File: config.mk
export PLATFORM = sky130hd
export DESIGN_NAME = apb_master_arbiter
export DESIGN_NICKNAME = d
export VERILOG_FILES = /design/src/rtl/apb_master_arbiter.sv
export SDC_FILE = /design/constraint.sdc
export NUM_CORES = 1
export LEC_CHECK = 0
export ABC_AREA = 1
export BUFFER_PORTS_ARGS = -buffer_cell sky130_fd_sc_hd__buf_2
export CAP_MARGIN = 10
export CORE_AREA = 8 8 151 153
export CTS_BUF_LIST = sky130_fd_sc_hd__clkbuf_8
export DETAILED_ROUTE_END_ITERATION = 7
export DIE_AREA = 0 0 159 161
export PLACE_DENSITY = 0.67
export REMOVE_ABC_BUFFERS = 1
export SLEW_MARGIN = 0
export SYNTH_ARGS = -nofsm -noshare
export SYNTH_HDL_FRONTEND = slang
export SYNTH_SLANG_ARGS = --single-unit
File: constraint.sdc
create_clock -name PCLK -period 2.75 [get_ports PCLK]
set_clock_uncertainty 0.05 [all_clocks]
set_input_delay 0.275 -clock PCLK [delete_from_list [all_inputs] [get_ports PCLK]]
set_output_delay 0.275 -clock PCLK [all_outputs]
set_load 0.05 [all_outputs]
File: src/rtl/apb_master_arbiter.sv
// Round-robin APB master: arbitrates NUM_REQ local command ports onto one APB slave,
// runs IDLE/SETUP/ACCESS/RESP per command and returns a one-cycle response pulse.
module apb_master_arbiter #(
    parameter int NUM_REQ        = 4,
    parameter int ADDR_BUS_WIDTH = 32,
    parameter int DATA_BUS_WIDTH = 32,
    parameter int TIMEOUT        = 16
) (
    input  logic                                PCLK,
    input  logic                                PRESET,
    input  logic [NUM_REQ-1:0]                  req,
    input  logic [NUM_REQ-1:0]                  req_write,
    input  logic [NUM_REQ*ADDR_BUS_WIDTH-1:0]   req_addr,
    input  logic [NUM_REQ*DATA_BUS_WIDTH-1:0]   req_wdata,
    output logic [NUM_REQ-1:0]                  resp_valid,
    output logic [DATA_BUS_WIDTH-1:0]           resp_rdata,
    output logic                                resp_err,
    output logic                                busy,
    output logic                                PSEL,
    output logic                                PENABLE,
    output logic                                PWRITE,
    output logic [ADDR_BUS_WIDTH-1:0]           PWADDR,
    output logic [DATA_BUS_WIDTH-1:0]           PWDATA,
    input  logic [DATA_BUS_WIDTH-1:0]           PRDATA,
    input  logic                                PREADY,
    input  logic                                PSLVERR
);

    localparam int GW = $clog2(NUM_REQ);
    localparam int CW = $clog2(TIMEOUT);
    localparam logic [GW-1:0] LAST_ID = GW'(NUM_REQ - 1);
    localparam logic [CW-1:0] TO_LAST = CW'(TIMEOUT - 1);

    typedef enum logic [1:0] {
        ST_IDLE   = 2'd0,
        ST_SETUP  = 2'd1,
        ST_ACCESS = 2'd2,
        ST_RESP   = 2'd3
    } state_t;

    state_t                      state_r;
    logic [GW-1:0]               last_grant_r;
    logic [GW-1:0]               winner_r;
    logic [CW-1:0]               tmo_cnt_r;

    logic                        any_req_s;
    logic [GW-1:0]               pick_s;
    logic [GW-1:0]               rr_pos_s;
    logic                        pick_write_s;
    logic [ADDR_BUS_WIDTH-1:0]   pick_addr_s;
    logic [DATA_BUS_WIDTH-1:0]   pick_wdata_s;

    function automatic logic [NUM_REQ-1:0] onehot(input logic [GW-1:0] id);
        onehot = NUM_REQ'(1) << id;
    endfunction

    // Round-robin search: first requester after last_grant, wrapping to 0
    always_comb begin
        any_req_s = 1'b0;
        pick_s    = '0;
        rr_pos_s  = '0;
        for (int k = 1; k <= NUM_REQ; k++) begin
            rr_pos_s  = GW'((int'(last_grant_r) + k) % NUM_REQ);
            pick_s    = (req[rr_pos_s] && !any_req_s) ? rr_pos_s : pick_s;
            any_req_s = any_req_s | req[rr_pos_s];
        end
    end

    assign pick_write_s = req_write[pick_s];
    assign pick_addr_s  = req_addr[int'(pick_s)*ADDR_BUS_WIDTH +: ADDR_BUS_WIDTH];
    assign pick_wdata_s = req_wdata[int'(pick_s)*DATA_BUS_WIDTH +: DATA_BUS_WIDTH];

    // Transfer sequencer; PWRITE/PWADDR/PWDATA double as the latched command
    always_ff @(posedge PCLK) begin
        if (PRESET) begin
            state_r      <= ST_IDLE;
            last_grant_r <= LAST_ID;
            winner_r     <= '0;
            tmo_cnt_r    <= '0;
            PSEL         <= 1'b0;
            PENABLE      <= 1'b0;
            PWRITE       <= 1'b0;
            PWADDR       <= '0;
            PWDATA       <= '0;
            resp_valid   <= '0;
            resp_rdata   <= '0;
            resp_err     <= 1'b0;
            busy         <= 1'b0;
        end else begin
            case (state_r)
                ST_IDLE: begin
                    resp_valid <= '0;
                    PENABLE    <= 1'b0;
                    if (any_req_s) begin
                        winner_r <= pick_s;
                        PWRITE   <= pick_write_s;
                        PWADDR   <= pick_addr_s;
                        PWDATA   <= pick_wdata_s;
                        PSEL     <= 1'b1;
                        busy     <= 1'b1;
                        state_r  <= ST_SETUP;
                    end else begin
                        PSEL     <= 1'b0;
                        busy     <= 1'b0;
                        state_r  <= ST_IDLE;
                    end
                end
                ST_SETUP: begin
                    PSEL      <= 1'b1;
                    PENABLE   <= 1'b1;
                    tmo_cnt_r <= '0;
                    busy      <= 1'b1;
                    state_r   <= ST_ACCESS;
                end
                ST_ACCESS: begin
                    if (PREADY) begin
                        resp_rdata <= PWRITE ? '0 : PRDATA;
                        resp_err   <= PSLVERR;
                        resp_valid <= onehot(winner_r);
                        PSEL       <= 1'b0;
                        PENABLE    <= 1'b0;
                        state_r    <= ST_RESP;
                    end else if (tmo_cnt_r == TO_LAST) begin
                        // Slave never answered: complete with an error so the requester is released
                        resp_rdata <= '0;
                        resp_err   <= 1'b1;
                        resp_valid <= onehot(winner_r);
                        PSEL       <= 1'b0;
                        PENABLE    <= 1'b0;
                        state_r    <= ST_RESP;
                    end else begin
                        tmo_cnt_r  <= (tmo_cnt_r == {CW{1'b1}}) ? tmo_cnt_r : tmo_cnt_r + CW'(1);
                        state_r    <= ST_ACCESS;
                    end
                end
                ST_RESP: begin
                    resp_valid   <= '0;
                    last_grant_r <= winner_r;
                    busy         <= 1'b0;
                    state_r      <= ST_IDLE;
                end
                default: begin
                    PSEL       <= 1'b0;
                    PENABLE    <= 1'b0;
                    resp_valid <= '0;
                    busy       <= 1'b0;
                    state_r    <= ST_IDLE;
                end
            endcase
        end
    end

endmodule

**After elaboration in Yosys (flattened, before gate mapping)**

Cells that the tools add are included.

- Bits in registers: 115
- Input bits: 300
- Output and inout port bits: 105
- Logic and storage cells: 89

- Add/subtract/negate cells: 5
- Magnitude comparators: 5
- Equality and inequality tests: 7
- Shift operators: 3
- Multiplexer cells: 35
- Bitwise logic cells: 3
- Reductions and logical operators: 18

Operator list:

| kind | count |
|---|---|
| indexed part select 128 x 8 -> 32 bit | 2 |
| 2-to-1 mux 32 bit | 3 |
| 2-to-1 mux 4 bit | 4 |
| one-hot mux 4 bit (2 select lines) | 2 |
| less-than comparator 2 x 3 -> 1 bit, second input constant | 5 |
| 2-to-1 mux 1 bit | 13 |
| binary-select mux 1 bit (select 2 bit) | 5 |
| one-hot mux 1 bit (3 select lines) | 3 |
| 2-to-1 mux 2 bit | 4 |
| one-hot mux 2 bit (4 select lines) | 1 |
| AND reduction 2 bit | 4 |
| nonzero test 2 bit | 3 |
| nonzero test 3 bit | 2 |
| adder 2 x 1 -> 2 bit, second input constant | 2 |
| adder 2 bit, second input constant | 2 |
| adder 4 x 1 -> 4 bit, second input constant | 1 |
| == test 2 bit, second input constant | 2 |
| == test 4 bit, second input constant | 1 |
| != test 2 bit, second input constant | 2 |
| left shift 1 x 2 -> 4 bit, first input constant | 1 |
| logical AND 1 bit | 3 |
| logical NOT 1 bit | 3 |
| != test 3 bit, second input constant | 1 |
| OR 1 bit | 3 |
| 4 further kinds | 4 |

**Logic depth before layout (Yosys ltp)**

Gate-level depths: netlist of the first run.

- Depth in word-level cells: 10
- Gate-level depth with buffers: 18
- Mapped depth without buffers: 15

**Worst setup path after synthesis of the first run**

OpenSTA, ideal clock, no wires.

- Path kind: register to register
- Start: register last_grant_r[0]
- End: register PWADDR[30]
- Setup time: 0.109 ns
- Data arrival time: 1.810 ns
- Required time: 2.591 ns
- Slack: 0.781 ns
- Stages on the path, launching flop included: 18
- Path buffers: 3
- Clock period less this slack: 1.969 ns
- Cell sequence: dfxtp_1 -> buf_4 -> inv_4 -> nand2_1 -> nand3_1 -> nand2_1 -> nor2_2 -> nand3_2 -> nand2_1 -> nand2_2 -> nand2_2 -> buf_8 -> buf_6 -> nand2_1 -> nand3_1 -> nand3_1 -> nand2_1 -> inv_1

- Cells in the longest elaborated chain, start to end: 9
- Elaborated cells between the ends (all ways): 27
- Classes of those cells: add/sub: 4; shift: 1; mux: 12; bitwise: 3; reduce/logical: 7

Ends and longest elaborated chain:

| element | line | source |
|---|---|---|
| start, declared | 42 | `logic [GW-1:0] last_grant_r;` |
| start signal, assigned | 138 | `last_grant_r <= winner_r;` |
| adder 2 x 1 -> 2 bit / adder 2 bit (equally long branches) | 63 | `rr_pos_s = GW'((int'(last_grant_r) + k) % NUM_REQ);` |
| binary-select mux 1 bit (select 2 bit) | 64, 65 |  |
| 2-to-1 mux 1 bit (implied by the code) | 64, 65 |  |
| logical NOT 1 bit / OR 1 bit (equally long branches) | 64, 65 |  |
| logical AND 1 bit, or another cell as far along | 64 | `pick_s = (req[rr_pos_s] && !any_req_s) ? rr_pos_s : pick_s;` |
| 2-to-1 mux 2 bit, or another cell as far along | 64 |  |
| 2-to-1 mux 2 bit / logical AND 1 bit (equally long branches) | 64 |  |
| 2-to-1 mux 2 bit | 64 |  |
| indexed part select 128 x 8 -> 32 bit | 70 | `assign pick_addr_s = req_addr[int'(pick_s)*ADDR_BUS_WIDTH +: ADDR_BUS_WIDTH];` |
| end signal, assigned | 97 | `PWADDR <= pick_addr_s;` |
| end, declared | 22 | `output logic [ADDR_BUS_WIDTH-1:0] PWADDR,` |

Several ways; a longest one is shown, not always the timed one. The select of a mux whose other input is x is not followed.
A chain may end at the register's enable or synchronous reset.

**Worst setup path in the final report of the first run**

- Start: register last_grant_r[0]
- End: register PWADDR[13]

Same word-level chain as after synthesis.

==> results.tsv, run 1 <==
stage	metric	value	unit
route	routed via count	9107	
final_layout	fraction of layout cells with a size suffix above 1	28.7	%
route	drt initial violations	599	
final_layout	commonest cells after routing, fill and taps aside	buf_2, nand2_1, nand3_1	
worst_setup_path	Critical Path Source Type	register	
worst_setup_path	Critical Path AT	2760	ps
route	DRT Pass-1 Iters	5	
cts	clock buffer depth	2	
final_layout	Final Non-Filler Cells	1925	
place	DP HPWL	22.1	mm
timing	RSZ-0062 raised after global routing	no	
timing	fin crit share	89.4	%
cts	CTS Root Cell	clkbuf_8	
timing	hold_ws	30.0	ps
route	wirelength, routed	29.0	mm
route	drc violations	0	
timing	fin. max-slew vios	0	
pwr	PwrDens	1120	mW/mm²
cts	clock slew at reported path FFs	100	ps
route	Via density	4.73	
final_layout	post-layout util	48.7	%
logic_synthesis	Mapped Cells	1261	
route	DR WL/cell	15.1	µm
worst_setup_path	crit end category	register	
worst_setup_path	Critical Path RT	3050	ps
cts	CTS tree	yes	
place	Inst Count DP	1883	
floorplan	DIE AREA	0.0256	mm²
run_status	status	completed	
floorplan	Top-Level Pins	405	
flow_run	Max Cap Viol	0	
floorplan	num rows	53	
logic_synthesis	Yosys cell types	28	
logic_synthesis	register bit total from synthesis	115	
floorplan	Die W	159	µm
worst_hold_path	HP Class	in2reg	
place	RD Place Congestion	0.899	
timing	Final Critical Period	2460	ps
final_layout	post-route cell area	0.0100	mm²
pwr	VDD IR max	436	µV
cts	H-tree level count	4	
final_layout	most common cell after layout, fill and taps aside	buf_2	
final_layout	# nets final	1941	
floorplan	die height	161	µm
logic_synthesis	Synth Warn #	0	
logic_synthesis	Mean Syn Cell Area	5.79	µm²
timing	FMAX	0.407	GHz
timing	final setup fails	0	
worst_setup_path	critical path class	reg2reg	
floorplan	Initial Util	35.5	%
timing	Setup TNS Final	0	ps
place	I/O Buffers	404	
cts	CTS buffer count	17	
final_layout	Syn-to-layout area delta	37.2	%
global_routing	final global-route overflow total	0	
pwr	P_leak	6.02	nW
timing	Worst Tran Pin Value	546	ps
cts	setup bufs post-CTS	0	
cts	# clock sinks	115	
timing	worst rel slew slack	63.6	%
global_routing	Total GRT Usage	21.8	%
final_layout	Fill cells	2229	
global_routing	first-pass GRT wire length	45.8	mm
global_routing	initial antenna violation count	4	
place	Placed Area	0.00952	mm²
logic_synthesis	cell area after synthesis	0.00730	mm²
route	Final ANT Viol Nets	0	
cts	worst skew pair latency	440	ps
global_routing	vias in the first global route	8876	
global_routing	largest net degree at the start of global routing	71	
floorplan	core area	0.0206	mm²
worst_setup_path	crit-path max FO	50	
timing	final hold violations	0	
logic_synthesis	post-synthesis sequential area ratio	31.6	%
[cell type report]
type / instances / area [µm²] / share of cell area (%)
Multi-Input combinational cell: 862 / 3820 / 38.2
Timing Repair Buffer: 432 / 2340 / 23.4
Sequential cell: 115 / 2300 / 23.0
Inverter: 206 / 777 / 7.76
Tap cell: 275 / 344 / 3.44
Clock buffer: 17 / 234 / 2.34
Clock inverter: 15 / 181 / 1.81
Antenna cell: 3 / 7.51 / 0.0750
[logic make-up (layout without fill, tap and decap cells)]
logic type / after synthesis / after routing / synth area share [%]
buffers and inverters: 284 / 670 / 16.2
XOR/XNOR: 1 / 1 / 0.120
AND/OR/NAND/NOR: 791 / 791 / 46.5
adder cells (fa/ha/maj): 7 / 7 / 1.20
other: 0 / 3 / 0
AO/OA/AOI/OAI: 63 / 63 / 4.48
flip-flops: 115 / 115 / 31.6
[per-stage QoR]
step | setup WS [ps] | power (mW)
floorplan | -1730 | 7.40
global placement | 288 | 9.47
detailed placement | 241 | 9.52
CTS | 231 | 11.3
global route | 21.7 | 12.1
finish | 291 | 11.2
[layer usage]
layer | global-route usage [%] | routed length [µm] | vias up
li1 | - | - | 4628
met1 | 25.7 | 12000 | 4085
met2 | 36.5 | 14200 | 343
met3 | 5.78 | 1940 | 49
met4 | 9.82 | 835 | 2
met5 | 0 | 13 | -
[state kept, by name, indices dropped and copies added (netlist names), 2 cells and up]
name	count
PWDATA	32
state_r	2
last_grant_r	2
tmo_cnt_r	4
resp_rdata	32
winner_r	2
PWADDR	32
resp_valid	4
[path summary, 6_finish.rpt]
kind / from / to / slack (ps) / cells after the start
worst min-delay path: PRDATA[17] / resp_rdata[17] / 30 / 3
worst max-delay path: last_grant_r[0] / PWADDR[13] / 290 / 14
worst min register to register: resp_rdata[10] / resp_rdata[10] / 420 / 2
worst max register to register: last_grant_r[0] / PWADDR[13] / 290 / 14
[cells in the mapped netlist]
master | number | area [µm²]
a211oi_1 | 3 | 22.5
xor2_1 | 1 | 8.76
buf_8 | 1 | 15.0
nand3_1 | 246 | 1230
nand3_2 | 2 | 20.0
nor2_2 | 3 | 18.8
nor2_1 | 168 | 631
o21ai_0 | 12 | 60.1
inv_1 | 200 | 751
dfxtp_1 | 115 | 2300
a21oi_1 | 44 | 220
nand2_1 | 336 | 1260
buf_4 | 1 | 7.51
inv_2 | 4 | 15.0
and3_1 | 30 | 188
nand4_1 | 2 | 12.5
nor2_4 | 1 | 11.3
clkbuf_1 | 38 | 143
buf_2 | 23 | 115
nand2_2 | 2 | 12.5
o21ai_1 | 3 | 15.0
a221oi_1 | 1 | 8.76
nor3_1 | 1 | 5.00
ha_1 | 7 | 87.6
buf_6 | 9 | 101
inv_4 | 1 | 6.26
buf_1 | 6 | 22.5
clkinv_1 | 1 | 3.75
[repair_timing]
action / CTS / global route
hold endpoints to repair: 7 / 0
gates resized for setup: 0 / 1
hold buffers: 7 / 0
setup endpoints to repair: 0 / 21
[where the power goes]
| part | internal, mW | switching [mW] |
|---|---|---|
| Sequential | 2.21 | 0.322 |
| Combinational | 1.96 | 4.99 |
| Clock | 0.851 | 0.875 |
[worst max-delay path: stages, from the launching register on]
cell and delay, ps:
dfxtp_1 570, inv_4 120, nand2_1 80, nand2_1 80
nand2_1 90, nand2_1 80, nor2_2 140, nand3_1 170
nand2_1 280, clkinv_2 170, buf_12 220, nor2_1 120
nor2_1 50, nand2_1 80, nor2_1 40
No activity file was read; power rests on OpenSTA's default activity.
==> run 2: changes to the inputs <==
--- a/config.mk
+++ b/config.mk
@@ -5,14 +5,12 @@
 export SDC_FILE = /design/constraint.sdc
 export NUM_CORES = 1
 export LEC_CHECK = 0
-export ABC_AREA = 1
 export BUFFER_PORTS_ARGS = -buffer_cell sky130_fd_sc_hd__buf_2
 export CAP_MARGIN = 10
 export CORE_AREA = 8 8 151 153
 export CTS_BUF_LIST = sky130_fd_sc_hd__clkbuf_8
 export DETAILED_ROUTE_END_ITERATION = 7
 export DIE_AREA = 0 0 159 161
-export PLACE_DENSITY = 0.67
 export REMOVE_ABC_BUFFERS = 1
 export SLEW_MARGIN = 0
 export SYNTH_ARGS = -nofsm -noshare
==> run 2 against run 1 <==
  * Fmax is 15% higher
  * Register-to-register slack improved by 320 ps
  * Area after synthesis down 16%
  * Clock power about the same
  * Critical path type unchanged
==> results.tsv, run 2 <==
stage	metric	value	unit	change
route	drc violations	0		unchanged
timing	fin crit share	77.8	%	-12 points
floorplan	Initial Util	29.9	%	-5.6 points
timing	fin. max-slew vios	0		unchanged
logic_synthesis	Mean Syn Cell Area	10.0	µm²	+73%
cts	CTS tree	yes		
logic_synthesis	Synth top area share	37.4	%	+5.9 points
logic_synthesis	register bit total from synthesis	115		unchanged
logic_synthesis	Mapped Cells	614		-51%
flow_run	Max Cap Viol	0		unchanged
cts	PostCTS Resize Cnt	0		unchanged
route	wirelength, routed	24.0	mm	-17%
route	Final ANT Viol Nets	0		unchanged
timing	worst rel slew slack	71.4	%	+7.8 points
route	drt initial violations	226		-62%
logic_synthesis	Synth area leaders	dfxtp_1, mux2i_1, o221ai_2, nand2_1, a21oi_1		
logic_synthesis	most frequent cells after synthesis	mux2i_1, dfxtp_1, nand2_1		
route	DRT Pass-1 Iters	4		-1
global_routing	largest net degree at the start of global routing	66		-7.0%
timing	Worst Tran Pin Value	427	ps	-120 ps
worst_setup_path	Critical Path Source Type	register		
worst_setup_path	worst stage delay on the critical path	360	ps	-210 ps
timing	RSZ-0062 raised after global routing	no		
floorplan	Die W	159	µm	unchanged
worst_setup_path	crit end category	register		
global_routing	final global-route overflow total	0		unchanged
worst_setup_path	critical path class	reg2reg		
cts	worst skew pair latency	430	ps	about the same
pwr	VDD IR max	382	µV	-12%
route	Via density	4.78		+0.97%
worst_setup_path	crit-path max FO	38		-24%
timing	FMAX	0.468	GHz	+15%
worst_setup_path	slowest CP cell	buf_4		
timing	Setup TNS Final	0	ps	unchanged
pwr	cell-internal power	3.78	mW	-25%
final_layout	Syn-to-layout area delta	45.4	%	
logic_synthesis	number of synthesized flops with an enable pin	0		unchanged
route	DR WL/cell	18.4	µm	+22%
worst_hold_path	worst hold stages	3		unchanged
pwr	total power	6.43	mW	-43%
place	I/O Buffers	404		unchanged
global_routing	Total GRT Usage	17.9	%	-3.9 points
worst_setup_path	crit path cell chain	nand2b_1, o21ai_1, a211oi_4, buf_12, buf_4, mux2i_1, o221ai_2		
final_layout	Fill cells	2012		-9.7%
floorplan	core area	0.0206	mm²	unchanged
final_layout	diodes inserted	0		-3
worst_setup_path	Critical Path RT	3000	ps	-50 ps
floorplan	die height	161	µm	unchanged
final_layout	most common cell after layout, fill and taps aside	buf_2		
final_layout	largest registers	PWADDR (32), PWDATA (32), resp_rdata (32)		
logic_synthesis	Yosys cell types	40		+43%
pwr	Combinational Power Share	41.0	%	-21 points
logic_synthesis	cell area after synthesis	0.00615	mm²	-16%
timing	final hold violations	0		unchanged
logic_synthesis	post-synthesis sequential area ratio	37.4	%	+5.9 points
place	Placed Area	0.00838	mm²	-12%
pwr	clock network fraction of total power	26.7	%	+11 points
cts	H-tree level count	4		unchanged
worst_setup_path	Critical Path AT	2390	ps	-370 ps
floorplan	DIE AREA	0.0256	mm²	unchanged
cts	CTS buffer count	17		unchanged
logic_synthesis	post-synth top area cell	dfxtp_1		
pwr	Switching Share	41.3	%	-14 points
floorplan	Top-Level Pins	405		unchanged
pwr	PwrDens	719	mW/mm²	-36%
cts	clock buffer depth	2		unchanged
global_routing	vias in the first global route	6432		-28%
pwr	NetSw	2.66	mW	-57%
route	routed via count	6229		-32%
logic_synthesis	Synth Warn #	0		unchanged
worst_hold_path	HP Class	in2reg		
place	RD Place Congestion	0.810		-9.9%
run_status	status	completed		
final_layout	commonest cells after routing, fill and taps aside	buf_2, mux2i_1, dfxtp_1		
worst_setup_path	FF-to-FF path depth	7		-7
pwr	P_leak	4.47	nW	-26%
final_layout	post-route cell area	0.00895	mm²	-11%
cts	clock slew at reported path FFs	80	ps	-20 ps
worst_setup_path	WP depth	7		-7
timing	Final Critical Period	2140	ps	-320 ps
worst_setup_path	WP buf/inv	2		-1
logic_synthesis	main flop type after synthesis	dfxtp_1		
logic_synthesis	ys async rst share	0	%	unchanged
floorplan	num rows	53		unchanged
final_layout	fraction of layout cells with a size suffix above 1	50.3	%	+22 points
cts	CTS Root Cell	clkbuf_8		
worst_setup_path	top cell family by delay on the critical path	buffers and inverters		
cts	# clock sinks	115		unchanged
timing	final setup fails	0		unchanged
global_routing	first-pass GRT wire length	36.7	mm	-20%
global_routing	initial antenna violation count	2		-2
logic_synthesis	most common cell in the netlist	mux2i_1		
pwr	Reg power frac	32.3	%	+9.7 points
final_layout	# nets final	1323		-32%
place	DP HPWL	18.7	mm	-15%
[run 2: repair_timing]
action | 4_1_cts | 5_1_grt
hold buffers | 14 | 0
setup endpoints to repair | 0 | 0
buffers inserted | 0 | 0
endpoints found under the hold margin | 14 | 0
[run 2: cell families after synthesis]
group / share of synthesized area (%)
flops: 37.4
fa+ha+maj: 1.42
mux: 21.7
buf+inv: 6.75
simple gates: 12.8
compound gates: 19.9
[run 2: tightest hold or removal path: cells and delay by family]
family	cells	cell delay, ps
AO/OA/AOI/OAI	1	60
buffers and inverters	1	100
AND/OR/NAND/NOR	1	60
[run 2: power groups by stage]
stage	Combinational [mW]	Sequential (mW)	Clock [mW]
2_1_floorplan	1.12	2.94	0
3_3_place_gp	2.63	2.12	0
3_5_place_dp	2.65	2.12	0
4_1_cts	2.67	2.08	1.77
5_1_grt	2.79	2.11	1.85
6_report	2.64	2.08	1.71
[run 2: metrics by stage]
step	instances	util [%]	worst slack, ps	hold slack (ps)
2_1_floorplan	559	-	-6300	294
5_1_grt	1304	43.5	445	13.6
3_3_place_gp	1258	40.7	610	384
4_1_cts	1304	43.5	589	0.165
3_5_place_dp	1258	40.7	553	391
6_report	1304	43.5	611	48.1
[run 2: worst paths after layout]
check | startpoint | to | slack (ps)
max | last_grant_r[0] | PWADDR[30] | 610
min | PRDATA[25] | resp_rdata[25] | 50
max reg2reg | last_grant_r[0] | PWADDR[30] | 610
min reg2reg | resp_rdata[23] | resp_rdata[23] | 400
[run 2: final cells by class]
class                           count  area, µm²  share of cell area, %
Clock inverter                     12        155                   1.73
Multi-Input combinational cell    441       3460                   38.7
Tap cell                          275        344                   3.85
Inverter                            3       11.3                  0.126
Timing Repair Buffer              438       2400                   26.8
Clock buffer                       20        275                   3.08
Sequential cell                   115       2300                   25.7
[run 2: routing by layer]
metal | global-route usage (%) | routed length [µm] | vias up
met5 | 0 | 13 | -
met4 | 5.02 | 363 | 2
met2 | 32.6 | 12400 | 237
met1 | 19.3 | 9330 | 2890
met3 | 6.34 | 1900 | 25
li1 | - | - | 3075
